<file path="src/rtl/fhd_pkg.sv">
// Shared constants for the SPI DAC responder: frame layout, register map, FSM encoding.
package fhd_pkg;

   localparam int unsigned FRAME_BITS_DEF = 24;
   localparam int unsigned DATA_W         = 16;
   localparam int unsigned NUM_CH         = 4;

   // Frame field positions (MSB-first frame)
   localparam int unsigned RW_BIT   = 23;
   localparam int unsigned ADDR_MSB = 19;
   localparam int unsigned ADDR_LSB = 16;
   localparam int unsigned DATA_MSB = 15;

   // Register map
   localparam logic [3:0] ADDR_ID     = 4'h1;
   localparam logic [3:0] ADDR_SYNC   = 4'h2;
   localparam logic [3:0] ADDR_TRIG   = 4'h5;
   localparam logic [1:0] ADDR_BUF_HI = 2'b10;  // 0x08-0x0B: upper address bits
   localparam int unsigned TRIG_LDAC_BIT = 4;

   typedef enum logic [1:0] {
      ST_IDLE   = 2'd0,
      ST_SHIFT  = 2'd1,
      ST_COMMIT = 2'd2
   } state_e;

endpackage

</file>
<file path="src/rtl/fhd_sync2.sv">
// Two-flop synchroniser with a parameterised reset value.
// Ports: clk, rst (async active-high), d_i (async input), q_o (synchronised output).
module fhd_sync2 #(
   parameter logic RST_VAL = 1'b0
) (
   input  logic clk,
   input  logic rst,
   input  logic d_i,
   output logic q_o
);

   logic meta_q;
   logic sync_q;

   always_ff @(posedge clk or posedge rst) begin
      if (rst) begin
         meta_q <= RST_VAL;
         sync_q <= RST_VAL;
      end else begin
         meta_q <= d_i;
         sync_q <= meta_q;
      end
   end

   assign q_o = sync_q;

endmodule

</file>
<file path="src/rtl/fhd_spi_responder.sv">
// SPI-controlled 4-channel DAC register responder with buffered (SYNC/LDAC) updates
// and one-shot register readback.
// Ports: clk/rst system clock and async active-high reset; fhd_clk_i/fhd_csn_i/fhd_sdi_i
// SPI slave inputs; ldacn_i hardware load-DAC; fhd_sdo_o readback data; vout0-3_o active
// DAC codes; wr_strobe_o pulse per committed write; frame_err_o pulse per bad-length frame.
module fhd_spi_responder
   import fhd_pkg::*;
#(
   parameter int unsigned FRAME_BITS = FRAME_BITS_DEF,
   parameter logic [15:0] DEVICE_ID  = 16'h0215
) (
   input  logic        clk,
   input  logic        rst,
   input  logic        fhd_clk_i,
   input  logic        fhd_csn_i,
   input  logic        fhd_sdi_i,
   input  logic        ldacn_i,
   output logic        fhd_sdo_o,
   output logic [15:0] vout0_o,
   output logic [15:0] vout1_o,
   output logic [15:0] vout2_o,
   output logic [15:0] vout3_o,
   output logic        wr_strobe_o,
   output logic        frame_err_o
);

   localparam int unsigned CNT_W = $clog2(FRAME_BITS + 2);

   logic sclk_s, csn_s, sdi_s, ldacn_s;

   fhd_sync2 #(.RST_VAL(1'b0)) u_sync_sclk  (.clk(clk), .rst(rst), .d_i(fhd_clk_i), .q_o(sclk_s));
   fhd_sync2 #(.RST_VAL(1'b1)) u_sync_csn   (.clk(clk), .rst(rst), .d_i(fhd_csn_i), .q_o(csn_s));
   fhd_sync2 #(.RST_VAL(1'b0)) u_sync_sdi   (.clk(clk), .rst(rst), .d_i(fhd_sdi_i), .q_o(sdi_s));
   fhd_sync2 #(.RST_VAL(1'b1)) u_sync_ldacn (.clk(clk), .rst(rst), .d_i(ldacn_i),   .q_o(ldacn_s));

   state_e                state_q, state_d;
   logic                  sclk_prev_q, csn_prev_q, ldacn_prev_q;
   logic [CNT_W-1:0]      cnt_q, cnt_d;
   logic [FRAME_BITS-1:0] rx_q, rx_d;
   logic [FRAME_BITS-1:0] tx_q, tx_d;
   logic [FRAME_BITS-1:0] rd_q, rd_d;
   logic                  sdo_q, sdo_d;
   logic [NUM_CH-1:0]     sync_q, sync_d;
   logic [DATA_W-1:0]     buf_q  [NUM_CH];
   logic [DATA_W-1:0]     buf_d  [NUM_CH];
   logic [DATA_W-1:0]     vout_q [NUM_CH];
   logic [DATA_W-1:0]     vout_d [NUM_CH];
   logic                  wr_q, wr_d;
   logic                  err_q, err_d;

   // Edge detection on synchronised inputs
   logic csn_fall, csn_rise, sclk_fall, sclk_rise, ldac_fall;
   assign csn_fall  =  csn_prev_q   & ~csn_s;
   assign csn_rise  = ~csn_prev_q   &  csn_s;
   assign sclk_fall =  sclk_prev_q  & ~sclk_s;
   assign sclk_rise = ~sclk_prev_q  &  sclk_s;
   assign ldac_fall =  ldacn_prev_q & ~ldacn_s;

   // Frame field decode
   logic [3:0]        addr;
   logic [DATA_W-1:0] data;
   logic              commit_wr, commit_rd, ldac_ev;
   assign addr      = rx_q[ADDR_MSB:ADDR_LSB];
   assign data      = rx_q[DATA_MSB:0];
   assign commit_wr = (state_q == ST_COMMIT) & ~rx_q[RW_BIT];
   assign commit_rd = (state_q == ST_COMMIT) &  rx_q[RW_BIT];
   assign ldac_ev   = ldac_fall | (commit_wr & (addr == ADDR_TRIG) & data[TRIG_LDAC_BIT]);

   // Readback mux
   logic [DATA_W-1:0] rd_val;
   always_comb begin
      rd_val = '0;
      if (addr == ADDR_ID) begin
         rd_val = DEVICE_ID;
      end else if (addr == ADDR_SYNC) begin
         rd_val = DATA_W'(sync_q);
      end else if (addr[3:2] == ADDR_BUF_HI) begin
         rd_val = buf_q[addr[1:0]];
      end
   end

   // Next-state and datapath
   logic buf_hit;
   always_comb begin
      state_d = state_q;
      cnt_d   = cnt_q;
      rx_d    = rx_q;
      tx_d    = tx_q;
      rd_d    = rd_q;
      sdo_d   = sdo_q;
      sync_d  = sync_q;
      buf_d   = buf_q;
      vout_d  = vout_q;
      wr_d    = 1'b0;
      err_d   = 1'b0;
      buf_hit = 1'b0;

      case (state_q)
         ST_IDLE: begin
            sdo_d = 1'b0;
            if (csn_fall) begin
               // Move the pending read word into the shifter; it is consumed by this frame
               state_d = ST_SHIFT;
               cnt_d   = '0;
               rx_d    = '0;
               tx_d    = rd_q;
               sdo_d   = rd_q[FRAME_BITS-1];
               rd_d    = '0;
            end
         end
         ST_SHIFT: begin
            if (csn_rise) begin
               sdo_d = 1'b0;
               if (cnt_q == CNT_W'(FRAME_BITS)) begin
                  state_d = ST_COMMIT;
                  wr_d    = ~rx_q[RW_BIT];
               end else begin
                  state_d = ST_IDLE;
                  err_d   = 1'b1;
               end
            end else begin
               if (sclk_fall) begin
                  rx_d = {rx_q[FRAME_BITS-2:0], sdi_s};
                  if (cnt_q != CNT_W'(FRAME_BITS + 1)) begin
                     cnt_d = cnt_q + CNT_W'(1);
                  end
               end
               // MSB is already on the line from csn fall, so the first rising edge holds
               if (sclk_rise && (cnt_q != '0)) begin
                  tx_d  = {tx_q[FRAME_BITS-2:0], 1'b0};
                  sdo_d = tx_q[FRAME_BITS-2];
               end
            end
         end
         ST_COMMIT: begin
            state_d = ST_IDLE;
            if (commit_rd) begin
               rd_d = FRAME_BITS'({8'h00, rd_val});
            end
            if (commit_wr && (addr == ADDR_SYNC)) begin
               sync_d = data[NUM_CH-1:0];
            end
         end
         default: state_d = ST_IDLE;
      endcase

      // Buffer writes and LDAC transfers; a coincident write wins with its new value
      for (int ch = 0; ch < NUM_CH; ch++) begin
         buf_hit = commit_wr && (addr[3:2] == ADDR_BUF_HI) && (addr[1:0] == 2'(ch));
         if (buf_hit) begin
            buf_d[ch] = data;
            if (!sync_q[ch] || ldac_ev) begin
               vout_d[ch] = data;
            end
         end else if (ldac_ev && sync_q[ch]) begin
            vout_d[ch] = buf_q[ch];
         end
      end
   end

   always_ff @(posedge clk or posedge rst) begin
      if (rst) begin
         state_q      <= ST_IDLE;
         sclk_prev_q  <= 1'b0;
         csn_prev_q   <= 1'b1;
         ldacn_prev_q <= 1'b1;
         cnt_q        <= '0;
         rx_q         <= '0;
         tx_q         <= '0;
         rd_q         <= '0;
         sdo_q        <= 1'b0;
         sync_q       <= '0;
         wr_q         <= 1'b0;
         err_q        <= 1'b0;
         for (int i = 0; i < NUM_CH; i++) begin
            buf_q[i]  <= '0;
            vout_q[i] <= '0;
         end
      end else begin
         state_q      <= state_d;
         sclk_prev_q  <= sclk_s;
         csn_prev_q   <= csn_s;
         ldacn_prev_q <= ldacn_s;
         cnt_q        <= cnt_d;
         rx_q         <= rx_d;
         tx_q         <= tx_d;
         rd_q         <= rd_d;
         sdo_q        <= sdo_d;
         sync_q       <= sync_d;
         wr_q         <= wr_d;
         err_q        <= err_d;
         buf_q        <= buf_d;
         vout_q       <= vout_d;
      end
   end

   assign fhd_sdo_o   = sdo_q;
   assign vout0_o     = vout_q[0];
   assign vout1_o     = vout_q[1];
   assign vout2_o     = vout_q[2];
   assign vout3_o     = vout_q[3];
   assign wr_strobe_o = wr_q;
   assign frame_err_o = err_q;

endmodule

</file>
<file path="config.mk">
export PLATFORM = sky130hd
export DESIGN_NAME = fhd_spi_responder
export DESIGN_NICKNAME = d
export VERILOG_FILES = /design/src/rtl/fhd_pkg.sv /design/src/rtl/fhd_sync2.sv /design/src/rtl/fhd_spi_responder.sv
export SDC_FILE = /design/constraint.sdc
export NUM_CORES = 1
export LEC_CHECK = 0
export ABC_AREA = 1
export CORE_MARGIN = 1.5
export CORE_UTILIZATION = 55
export CTS_BUF_LIST = sky130_fd_sc_hd__clkbuf_4 sky130_fd_sc_hd__clkbuf_8 sky130_fd_sc_hd__clkbuf_16
export CTS_CLUSTER_SIZE = 8
export DETAILED_ROUTE_END_ITERATION = 7
export HOLD_SLACK_MARGIN = 0.02
export PLACE_DENSITY = 0.76
export SLEW_MARGIN = 10
export SYNTH_ARGS = -nofsm -noshare
export SYNTH_HDL_FRONTEND = slang
export SYNTH_SLANG_ARGS = --single-unit
</file>
<file path="constraint.sdc">
create_clock -name clk -period 22.3 [get_ports clk]
set_clock_uncertainty 0.05 [all_clocks]
set_input_delay 4.46 -clock clk [delete_from_list [all_inputs] [get_ports clk]]
set_output_delay 4.46 -clock clk [all_outputs]
set_load 0.1 [all_outputs]
</file>
==> reports/metrics.yaml, run 1 <==
run_status:
  outcome: "complete, no violations"
synth:
  syn-num-nets: 1127
  syn_area_per_cell_um2: 8.608
  synth_area_um2: 9624
  ys_ff_latch: 216
  yosysWarnings: 0
  async_reset_ff_share_pct: 100.0
  synth_cell_type_count: 32
  ys_seq_area_share_pct: 56.24
  yosys_most_used_dff: "dfrtp_1"
  synthCells: 1118
  synth_edf_count: 0
global_routing:
  grt_overflow: 0
  grt_pass1_vias: 7652
  grt_use_total_pct: 27.27
  grt_pass1_wl_um: 39560
  grt_max_degree: 143
  antenna_found_initial: 0
floorplan:
  ioPinCount: 73
  dieHeight_um: 135.3
  dieArea_um2: 18300
  die_x_um: 135.3
  rows: 48
  initial_utilization_pct: 56.03
  core_area_um2: 17180
power_and_ir_drop:
  power.internal_uw: 693.8
  p_clk_share_pct: 50.0
  p_seq_share_pct: 44.9
  swShare_pct: 22.92
  power_frac_comb_pct: 5.1
  p_leak_uw: 0.005936
  peakVddDrop_mv: 0.05199
  power-per-cell-area_nw_per_um2: 79.93
  p_sw_uw: 206.3
clock_tree:
  clock_sinks: 216
  tritoncts: "yes"
  root_buffer: "clkbuf_16"
  clk_pin_slew_ns: 0.05
  cts_setup_buffers: 0
  cts.repair.resized: 0
  htreeDepth: 1
  clkLatencyLatePin_ns: 0.53
  numCtsBuffers: 30
  cts_hold_buf: 0
  max-clock-path-buffers: 3
detailed_routing:
  post-route-drc-count: 0
  drt_iter0_markers: 786
  totalWireLength_um: 24110
  dr.pass1.iters: 5
  detail_route.vias_per_cell: 5.605
  wl_per_cell_um: 17.02
  num_vias: 7937
  ant_nets: 0
sta:
  min_period_ns: 6.572
  maxSlewViolCount: 0
  final-setup-viol-count: 0
  max_freq_mhz: 152.2
  hold_slack_ns: 0.2975
  fin_crit_sh_pct: 29.47
  hold_viol: 0
  worst_pin_slew_ns: 1.202
  tns_ns: 0
  rsz0062_at_grt: "no"
  slew_headroom_pct: 19.75
min_path:
  min_from: "u_sync_ldacn.meta_q$_DFF_PP1_"
  min_path_type: "register to register"
worst_setup_path:
  endpoint_kind: "output port"
  crit_type: "register to output port"
  critical_path.top_delay_family: "buffers and inverters"
  startpoint_type: "register"
  worstPathMaxFanout: 2
  path_cells: "clkdlybuf4s50_1"
  path_buf_inv: 1
  cp.required_ns: 17.79
  cp.arrival_ns: 2.06
  max_stage_delay_ns: 1.17
  crit_slowest_cell: "clkdlybuf4s50_1"
  cp-startpoint: "vout1_o[13]$_DFFE_PP0P_"
  regToRegStartpoint: "state_q[0]$_DFFE_PP0P_"
finish:
  antenna_cells: 0
  area.growth.synth_to_final_pct: 17.02
  layout.nets: 1176
  drive_gt1_share_pct: 8.228
job:
  cap_violations: 0
place:
  io_buffers: 72
  place_hpwl_um: 14730
  gp_congestion: 0.8590
-- flip-flops by register name (all words and copies together), names as in the netlist, 2 cells and up --
signal / flops
state_q: 2
sync_q: 4
vout2_o: 16
vout1_o: 16
vout0_o: 16
rd_q: 16
tx_q: 23
rx_q: 24
vout3_o: 16
cnt_q: 5
buf_q: 64
-- synth_stat cells (all sizes together), types with 2 or more instances --
library cell  count  area [um^2]
o211ai            2        15.01
nand4            69        431.7
o21ai            11        55.05
clkbuf           15        56.30
nand2           553         2148
nor2             24        135.1
nand3b            7        52.55
nand3           125        723.2
dfrtp           210         5255
nor3              2        10.01
a22oi             8        60.06
buf              46        324.1
xor2              2        17.52
ha                3        37.54
dfstp             6        157.7
a21oi             5        25.02
inv              27        101.3
-- kinds of logic (layout without fill, tap and decap cells) --
| logic type | after synthesis | in the layout | synth area share, % |
|---|---|---|---|
| flip-flops | 216 | 216 | 56.24 |
| buffers and inverters | 89 | 162 | 5.044 |
| AO/OA/AOI/OAI | 26 | 26 | 1.612 |
| XOR/XNOR | 3 | 3 | 0.2731 |
| adder cells (fa/ha/maj) | 3 | 3 | 0.3901 |
| AND/OR/NAND/NOR | 781 | 781 | 36.44 |
-- power by group through the flow --
stage	registers [uW]	clock network [uW]	logic (uW)
floorplan	409	0	36.3
global placement	411	0	45.7
detailed placement	411	0	46.3
CTS	404	454	46.5
global route	405	470	52.3
finish	404	450	45.9
-- cells in the final DEF (no fill, tap or decap), types with 3 or more instances in the layout --
cell type	netlist	layout
nand2_1	542	542
dfrtp_1	210	210
nand3_1	116	116
clkdlybuf4s50_1	0	72
nand4_1	69	69
clkbuf_16	0	31
clkbuf_4	0	25
inv_1	23	22
nor2_1	19	19
o21ai_0	9	9
nand2_4	9	9
a22oi_1	8	8
nand3b_1	7	7
nand3_4	7	7
dfstp_2	6	6
buf_4	11	6
a21oi_1	5	5
inv_2	4	4
ha_1	3	3
-- routing by layer --
metal	share of wire, %	track usage [%]	routed length [um]	up-vias
li1	-	-	-	3740
met1	43	37.98	10300	3808
met2	45	40.36	10840	308
met3	6.6	5.088	1585	81
met4	5.7	15.59	1375	0
met5	0	0	0	-
-- through the flow --
| step | std cells | utilization (%) | instance area, um^2 | worst slack (ns) | total power (uW) |
|---|---|---|---|---|---|
| after floorplan | 1118 | - | 9624 | 11.89 | 445.6 |
| after global placement | 1360 | 59.96 | 10300 | 15.54 | 456.5 |
| after detailed placement | 1360 | 59.96 | 10300 | 15.55 | 457.1 |
| after CTS | 1416 | 65.57 | 11260 | 15.71 | 904.9 |
| after global routing | 1416 | 65.57 | 11260 | 15.70 | 927.3 |
| final | 1416 | 65.57 | 11260 | 15.73 | 900.1 |
-- final timing paths --
kind / to / slack [ns] / cells past startpoint
hold reg to reg: u_sync_ldacn.q_o$_DFF_PP1_ / 0.30 / 0
setup / recovery: vout1_o[13] / 15.73 / 1
max in group asynchronous: vout0_o[10]$_DFFE_PP0P_ / 16.31 / 3
min in group asynchronous: vout3_o[14]$_DFFE_PP0P_ / 4.44 / 2
hold / removal: u_sync_ldacn.q_o$_DFF_PP1_ / 0.30 / 0
setup reg to reg: rx_q[7]$_DFFE_PP0P_ / 19.25 / 7
-- layout make-up --
cell class | count | area [um^2]
tap | 225 | 281.5
clock buffer | 56 | 963.4
fill | 1449 | 5914
timing repair buffer | 78 | 765.7
sequential | 216 | 5413
multi-input combinational | 813 | 3726
inverter | 28 | 112.6
No activity file was read; power rests on OpenSTA's default activity.
==> inputs of run 2 (changes only) <==
- CORE_UTILIZATION: 55 -> 53
- clock period: 22.3 -> 5.8 ns (I/O delays scaled with it)
==> reports/metrics.yaml, run 2 (synthesized netlist as in run 1, its figures left out) <==
finish:
  nFillCells: 1471  # +1.5%
  final_cell_mix: "nand2_1 (542), dfrtp_1 (210), nand3_1 (116), clkdlybuf4s50_1 (72), nand4_1 (69)"
  layout.nets: 1176  # unchanged
  reg_top3: "buf_q (64), rx_q (24), tx_q (23)"
  antenna_cells: 0  # unchanged
  area.growth.synth_to_final_pct: 17.16
  largest_reg_flops: 64  # unchanged
  final_common_cell: "nand2_1"
  regMostFlops: "buf_q"
  final_cells: 1420  # +0.28%
  drive_gt1_share_pct: 8.228  # unchanged
worst_setup_path:
  rrSetupSlack_ns: 3.03  # -16.22 ns
  max_stage_delay_ns: 1.15  # -0.02 ns
  path_buf_inv: 1  # unchanged
  regToRegStartpoint: "state_q[0]$_DFFE_PP0P_"
  crit_slowest_cell: "clkdlybuf4s50_1"
  endpoint_kind: "output port"
  path_cells: "clkdlybuf4s50_1"
  critical_path.top_delay_family: "buffers and inverters"
  cp-startpoint: "fhd_sdo_o$_DFFE_PP0P_"
  worstPathMaxFanout: 2  # unchanged
  cp.arrival_ns: 2.07  # about the same
  cp.required_ns: 4.59  # -13.20 ns
  crit_type: "register to output port"
  startpoint_type: "register"
sta:
  fin_crit_sh_pct: 56.48
  max_freq_mhz: 305.3
  hold_viol: 0  # unchanged
  maxSlewViolCount: 0  # unchanged
  worst_pin_slew_ns: 1.122  # -0.08076 ns
  tns_ns: 0  # unchanged
  min_period_ns: 3.276
  slew_headroom_pct: 24.64  # +4.9 points
  final-setup-viol-count: 0  # unchanged
  rsz0062_at_grt: "no"
floorplan:
  core_area_um2: 17900  # +4.2%
  dieHeight_um: 137.8  # +1.8%
  rows: 49  # +2.1%
  die_x_um: 137.8  # +1.8%
  dieArea_um2: 18980  # +3.7%
  ioPinCount: 73  # unchanged
  initial_utilization_pct: 53.76  # -2.3 points
clock_tree:
  numCtsBuffers: 30  # unchanged
  root_buffer: "clkbuf_16"
  clock_sinks: 216  # unchanged
  cts_hold_buf: 0  # unchanged
  clkLatencyLatePin_ns: 0.54  # about the same
  max-clock-path-buffers: 3  # unchanged
  cts_setup_buffers: 0  # unchanged
  clk_pin_slew_ns: 0.05  # about the same
  cts.repair.resized: 0  # unchanged
  htreeDepth: 1  # unchanged
  tritoncts: "yes"
global_routing:
  grt_overflow: 0  # unchanged
  antenna_found_initial: 0  # unchanged
  grt_use_total_pct: 25.44  # -1.8 points
  grt_pass1_wl_um: 37910  # -4.2%
  grt_max_degree: 143  # unchanged
  grt_pass1_vias: 7425  # -3.0%
place:
  place_hpwl_um: 15250  # +3.5%
  io_buffers: 72  # unchanged
  dp.cells: 1364  # +0.29%
  gp_congestion: 0.9171  # +6.8%
min_path:
  min_path_type: "register to register"
  min_from: "u_sync_ldacn.meta_q$_DFF_PP1_"
detailed_routing:
  num_vias: 7864  # -0.92%
  dr.pass1.iters: 6  # +1
  wl_per_cell_um: 16.50  # -3.1%
  ant_nets: 0  # unchanged
  detail_route.vias_per_cell: 5.538  # -1.2%
  drt_iter0_markers: 606  # -23%
  totalWireLength_um: 23430  # -2.8%
  post-route-drc-count: 0  # unchanged
power_and_ir_drop:
  p_leak_uw: 0.005935  # about the same
  power-per-cell-area_nw_per_um2: 307.5  # +280%
  peakVddDrop_mv: 0.2273  # +340%
run_status:
  outcome: "complete, no violations"
job:
  cap_violations: 0  # unchanged
==> run 2: cell types whose count changed in the layout (fill, tap and decap cells not counted), sizes merged <==
| cell | previous run | this run |
|---|---|---|
| clkinvlp | 0 | 1 |
| inv | 27 | 26 |
==> run 2: layer usage <==
layer / GRT usage, % / share of wire, % / up-vias / routed length (um)
li1: - / - / 3743 / -
met1: 35.62 / 43 / 3743 / 10090
met2: 40.22 / 47 / 310 / 11020
met5: 0 / 0 / - / 0
met4: 9.259 / 3.4 / 0 / 789
met3: 4.121 / 6.6 / 68 / 1537
==> run 2: path summary, 6_finish.rpt <==
check / to / cells past startpoint
worst max register to register: rx_q[16]$_DFFE_PP0P_ / 7
worst min-delay path: u_sync_ldacn.q_o$_DFF_PP1_ / 0
worst min register to register: u_sync_ldacn.q_o$_DFF_PP1_ / 0
max in group asynchronous: rd_q[5]$_DFFE_PP0P_ / 3
min in group asynchronous: vout3_o[11]$_DFFE_PP0P_ / 3
worst max-delay path: fhd_sdo_o / 1
==> run 2: layout make-up <==
| cell class | instances | area, um^2 | share of cell area, % |
|---|---|---|---|
| multi-input combinational | 813 | 3726 | 33.04 |
| clock buffer | 56 | 963.4 | 8.544 |
| tap | 229 | 286.5 | 2.541 |
| timing repair buffer | 78 | 778.2 | 6.902 |
| sequential | 216 | 5413 | 48.00 |
| inverter | 28 | 108.9 | 0.9654 |
==> run 2: worst register-to-register path, stage by stage, from the launching register on <==
cell and delay, ns:
dfrtp_1 0.41, inv_2 0.11, nor2_4 0.13, nand2_1 0.20
and2_1 0.76, nand3_2 0.68, nand2_1 0.21, nand2_1 0.09
==> run 2: power by group <==
part / leakage, uW / internal [uW] / switching [uW]
Combinational: 0.00246 / 34.0 / 140
Clock: 0.000497 / 1110 / 632
Sequential: 0.00298 / 1530 / 27.2
Total: 0.00593 / 2670 / 798
==> run 2: metrics by stage <==
stage | instance area (um^2) | hold slack (ns) | total power, uW | utilization, % | setup WS [ns]
after global placement | 10310 | 0.2833 | 1751 | 57.60 | 3.094
after global routing | 11280 | 0.3104 | 3586 | 62.99 | 2.468
after floorplan | 9628 | 0.2812 | 1714 | - | 1.783
final | 11280 | 0.3044 | 3468 | 62.99 | 2.524
after CTS | 11280 | 0.3067 | 3492 | 62.99 | 2.504
after detailed placement | 10310 | 0.2858 | 1754 | 57.60 | 3.085
==> inputs of run 3 (changes only) <==
- CORE_UTILIZATION: 53 -> 55
- clock period: 5.8 -> 3.1 ns (I/O delays scaled with it)
==> reports/metrics.yaml, run 3 (synthesized netlist as in run 1, its figures left out) <==
power_and_ir_drop:
  p_seq_share_pct: 44.8  # about the same
  power.internal_uw: 5014  # +88%
  power_frac_comb_pct: 5.4  # +0.4 points
  power-per-cell-area_nw_per_um2: 579.4  # +88%
  p_clk_share_pct: 49.8  # -0.3 points
  swShare_pct: 22.93  # -0.095 points
  p_sw_uw: 1491  # +87%
  p_leak_uw: 0.006152  # +3.7%
  peakVddDrop_mv: 0.4259  # +87%
detailed_routing:
  wl_per_cell_um: 16.48  # -0.16%
  totalWireLength_um: 23580  # +0.61%
  detail_route.vias_per_cell: 5.520  # -0.33%
  num_vias: 7899  # +0.45%
  drt_iter0_markers: 647  # +6.8%
  ant_nets: 0  # unchanged
  dr.pass1.iters: 5  # -1
  post-route-drc-count: 0  # unchanged
global_routing:
  grt_max_degree: 75  # -48%
  grt_overflow: 0  # unchanged
  grt_pass1_vias: 7462  # +0.50%
  antenna_found_initial: 0  # unchanged
  grt_use_total_pct: 26.68  # +1.2 points
  grt_pass1_wl_um: 38630  # +1.9%
job:
  cap_violations: 0  # unchanged
place:
  dp.cells: 1375  # +0.81%
  gp_congestion: 0.9184  # +0.14%
  place_hpwl_um: 15940  # +4.5%
  io_buffers: 72  # unchanged
  placed_area_um2: 10260  # -0.46%
finish:
  final_cell_mix: "nand2_1 (542), dfrtp_1 (210), nand3_1 (116), buf_4 (86), nand4_1 (69)"
  layout.nets: 1191  # +1.3%
  ff_latch_area_um2: 5413  # unchanged
  largest_reg_flops: 64  # unchanged
  nFillCells: 1462  # -0.61%
  drive_gt1_share_pct: 14.93  # +6.7 points
  final_cells: 1431  # +0.77%
  regMostFlops: "buf_q"
  stdcell_area_um2: 11230  # -0.42%
  multi_input_area_um2: 3726  # unchanged
  fin_util_pct: 65.37  # +2.4 points
  final_common_cell: "nand2_1"
  area.growth.synth_to_final_pct: 16.67
  reg_top3: "buf_q (64), rx_q (24), tx_q (23)"
  antenna_cells: 0  # unchanged
worst_setup_path:
  cp.arrival_ns: 2.58  # +0.51 ns
  startpoint_type: "register"
  crit_type: "register to register"
  endpoint_kind: "register"
  critical_path.top_delay_family: "simple AND/OR/NAND/NOR gates"
  worstPathMaxFanout: 34  # +32
  max_stage_delay_ns: 0.47  # -0.68 ns
  rrSetupSlack_ns: 0.89  # -2.14 ns
  path_buf_inv: 1  # unchanged
  path_cells: "inv_2 -> nand2_2 -> nor2_8 -> nand3_4 -> nand2_4 -> nand2_4 -> nand2_1 -> nand2_1"
  cp.required_ns: 3.47  # -1.12 ns
  crit_slowest_cell: "nor2_8"
floorplan:
  initial_utilization_pct: 56.03  # +2.3 points
  dieHeight_um: 135.3  # -1.8%
  core_area_um2: 17180  # -4.1%
  rows: 48  # -2.0%
  dieArea_um2: 18300  # -3.6%
  ioPinCount: 73  # unchanged
  die_x_um: 135.3  # -1.8%
sta:
  min_period_ns: 2.210
  hold_slack_ns: 0.2944  # -0.009973 ns
  max_freq_mhz: 452.4
  rsz0062_at_grt: "no"
  tns_ns: 0  # unchanged
  worst_pin_slew_ns: 0.6285  # -0.4933 ns
  maxSlewViolCount: 0  # unchanged
  hold_viol: 0  # unchanged
  slew_headroom_pct: 57.95  # +33 points
  final-setup-viol-count: 0  # unchanged
  fin_crit_sh_pct: 71.31
clock_tree:
  cts_setup_buffers: 0  # unchanged
  numCtsBuffers: 30  # unchanged
  clk_pin_slew_ns: 0.05  # about the same
  tritoncts: "yes"
  clkLatencyLatePin_ns: 0.54  # about the same
  cts_hold_buf: 0  # unchanged
  htreeDepth: 1  # unchanged
  max-clock-path-buffers: 3  # unchanged
  cts.repair.resized: 0  # unchanged
  root_buffer: "clkbuf_16"
  clock_sinks: 216  # unchanged
min_path:
  min_path_type: "register to register"
run_status:
  outcome: "complete, no violations"
-- run 3: cell types whose count changed in the layout (fill, tap and decap cells not counted) --
cell / change
clkdlybuf4s50_1: -67
buf_12: +1
buf_4: +81
-- run 3: path summary, 6_finish.rpt --
path / startpoint / end / depth (start not counted)
setup / recovery: state_q[0]$_DFFE_PP0P_ / vout3_o[5]$_DFFE_PP0P_ / 8
hold / removal: u_sync_sclk.meta_q$_DFF_PP0_ / u_sync_sclk.q_o$_DFF_PP0_ / 0
setup reg to reg: state_q[0]$_DFFE_PP0P_ / vout3_o[5]$_DFFE_PP0P_ / 8
hold reg to reg: u_sync_sclk.meta_q$_DFF_PP0_ / u_sync_sclk.q_o$_DFF_PP0_ / 0
max in group asynchronous: rst / buf_q[48]$_DFFE_PP0P_ / 3
min in group asynchronous: rst / vout3_o[11]$_DFFE_PP0P_ / 2
-- run 3: final cells by class --
type | instances | area share [%]
timing repair buffer | 93 | 6.552
tap | 225 | 2.507
inverter | 28 | 0.9695
sequential | 216 | 48.21
clock buffer | 56 | 8.580
multi-input combinational | 813 | 33.18
-- run 3: metrics by stage --
step | total power [uW] | setup WS (ns)
after global routing | 6718 | 0.7350
after CTS | 6541 | 0.8962
after global placement | 3308 | 0.9621
after detailed placement | 3312 | 0.9140
after floorplan | 3206 | -0.3772
final | 6505 | 0.8895
-- run 3: metal layers --
metal / track usage (%) / wire (um) / vias up
met5: 0 / 0 / -
met4: 12.01 / 1029 / 0
met3: 3.966 / 1531 / 74
met2: 41.64 / 10960 / 262
met1: 37.23 / 10060 / 3805
li1: - / - / 3758
-- run 3: power groups by stage --
| stage | clock, uW | combinational, uW | sequential, uW |
|---|---|---|---|
| after floorplan | 0 | 262 | 2940 |
| after global placement | 0 | 352 | 2960 |
| after detailed placement | 0 | 354 | 2960 |
| after CTS | 3270 | 356 | 2910 |
| after global routing | 3410 | 396 | 2910 |
| final | 3240 | 353 | 2910 |
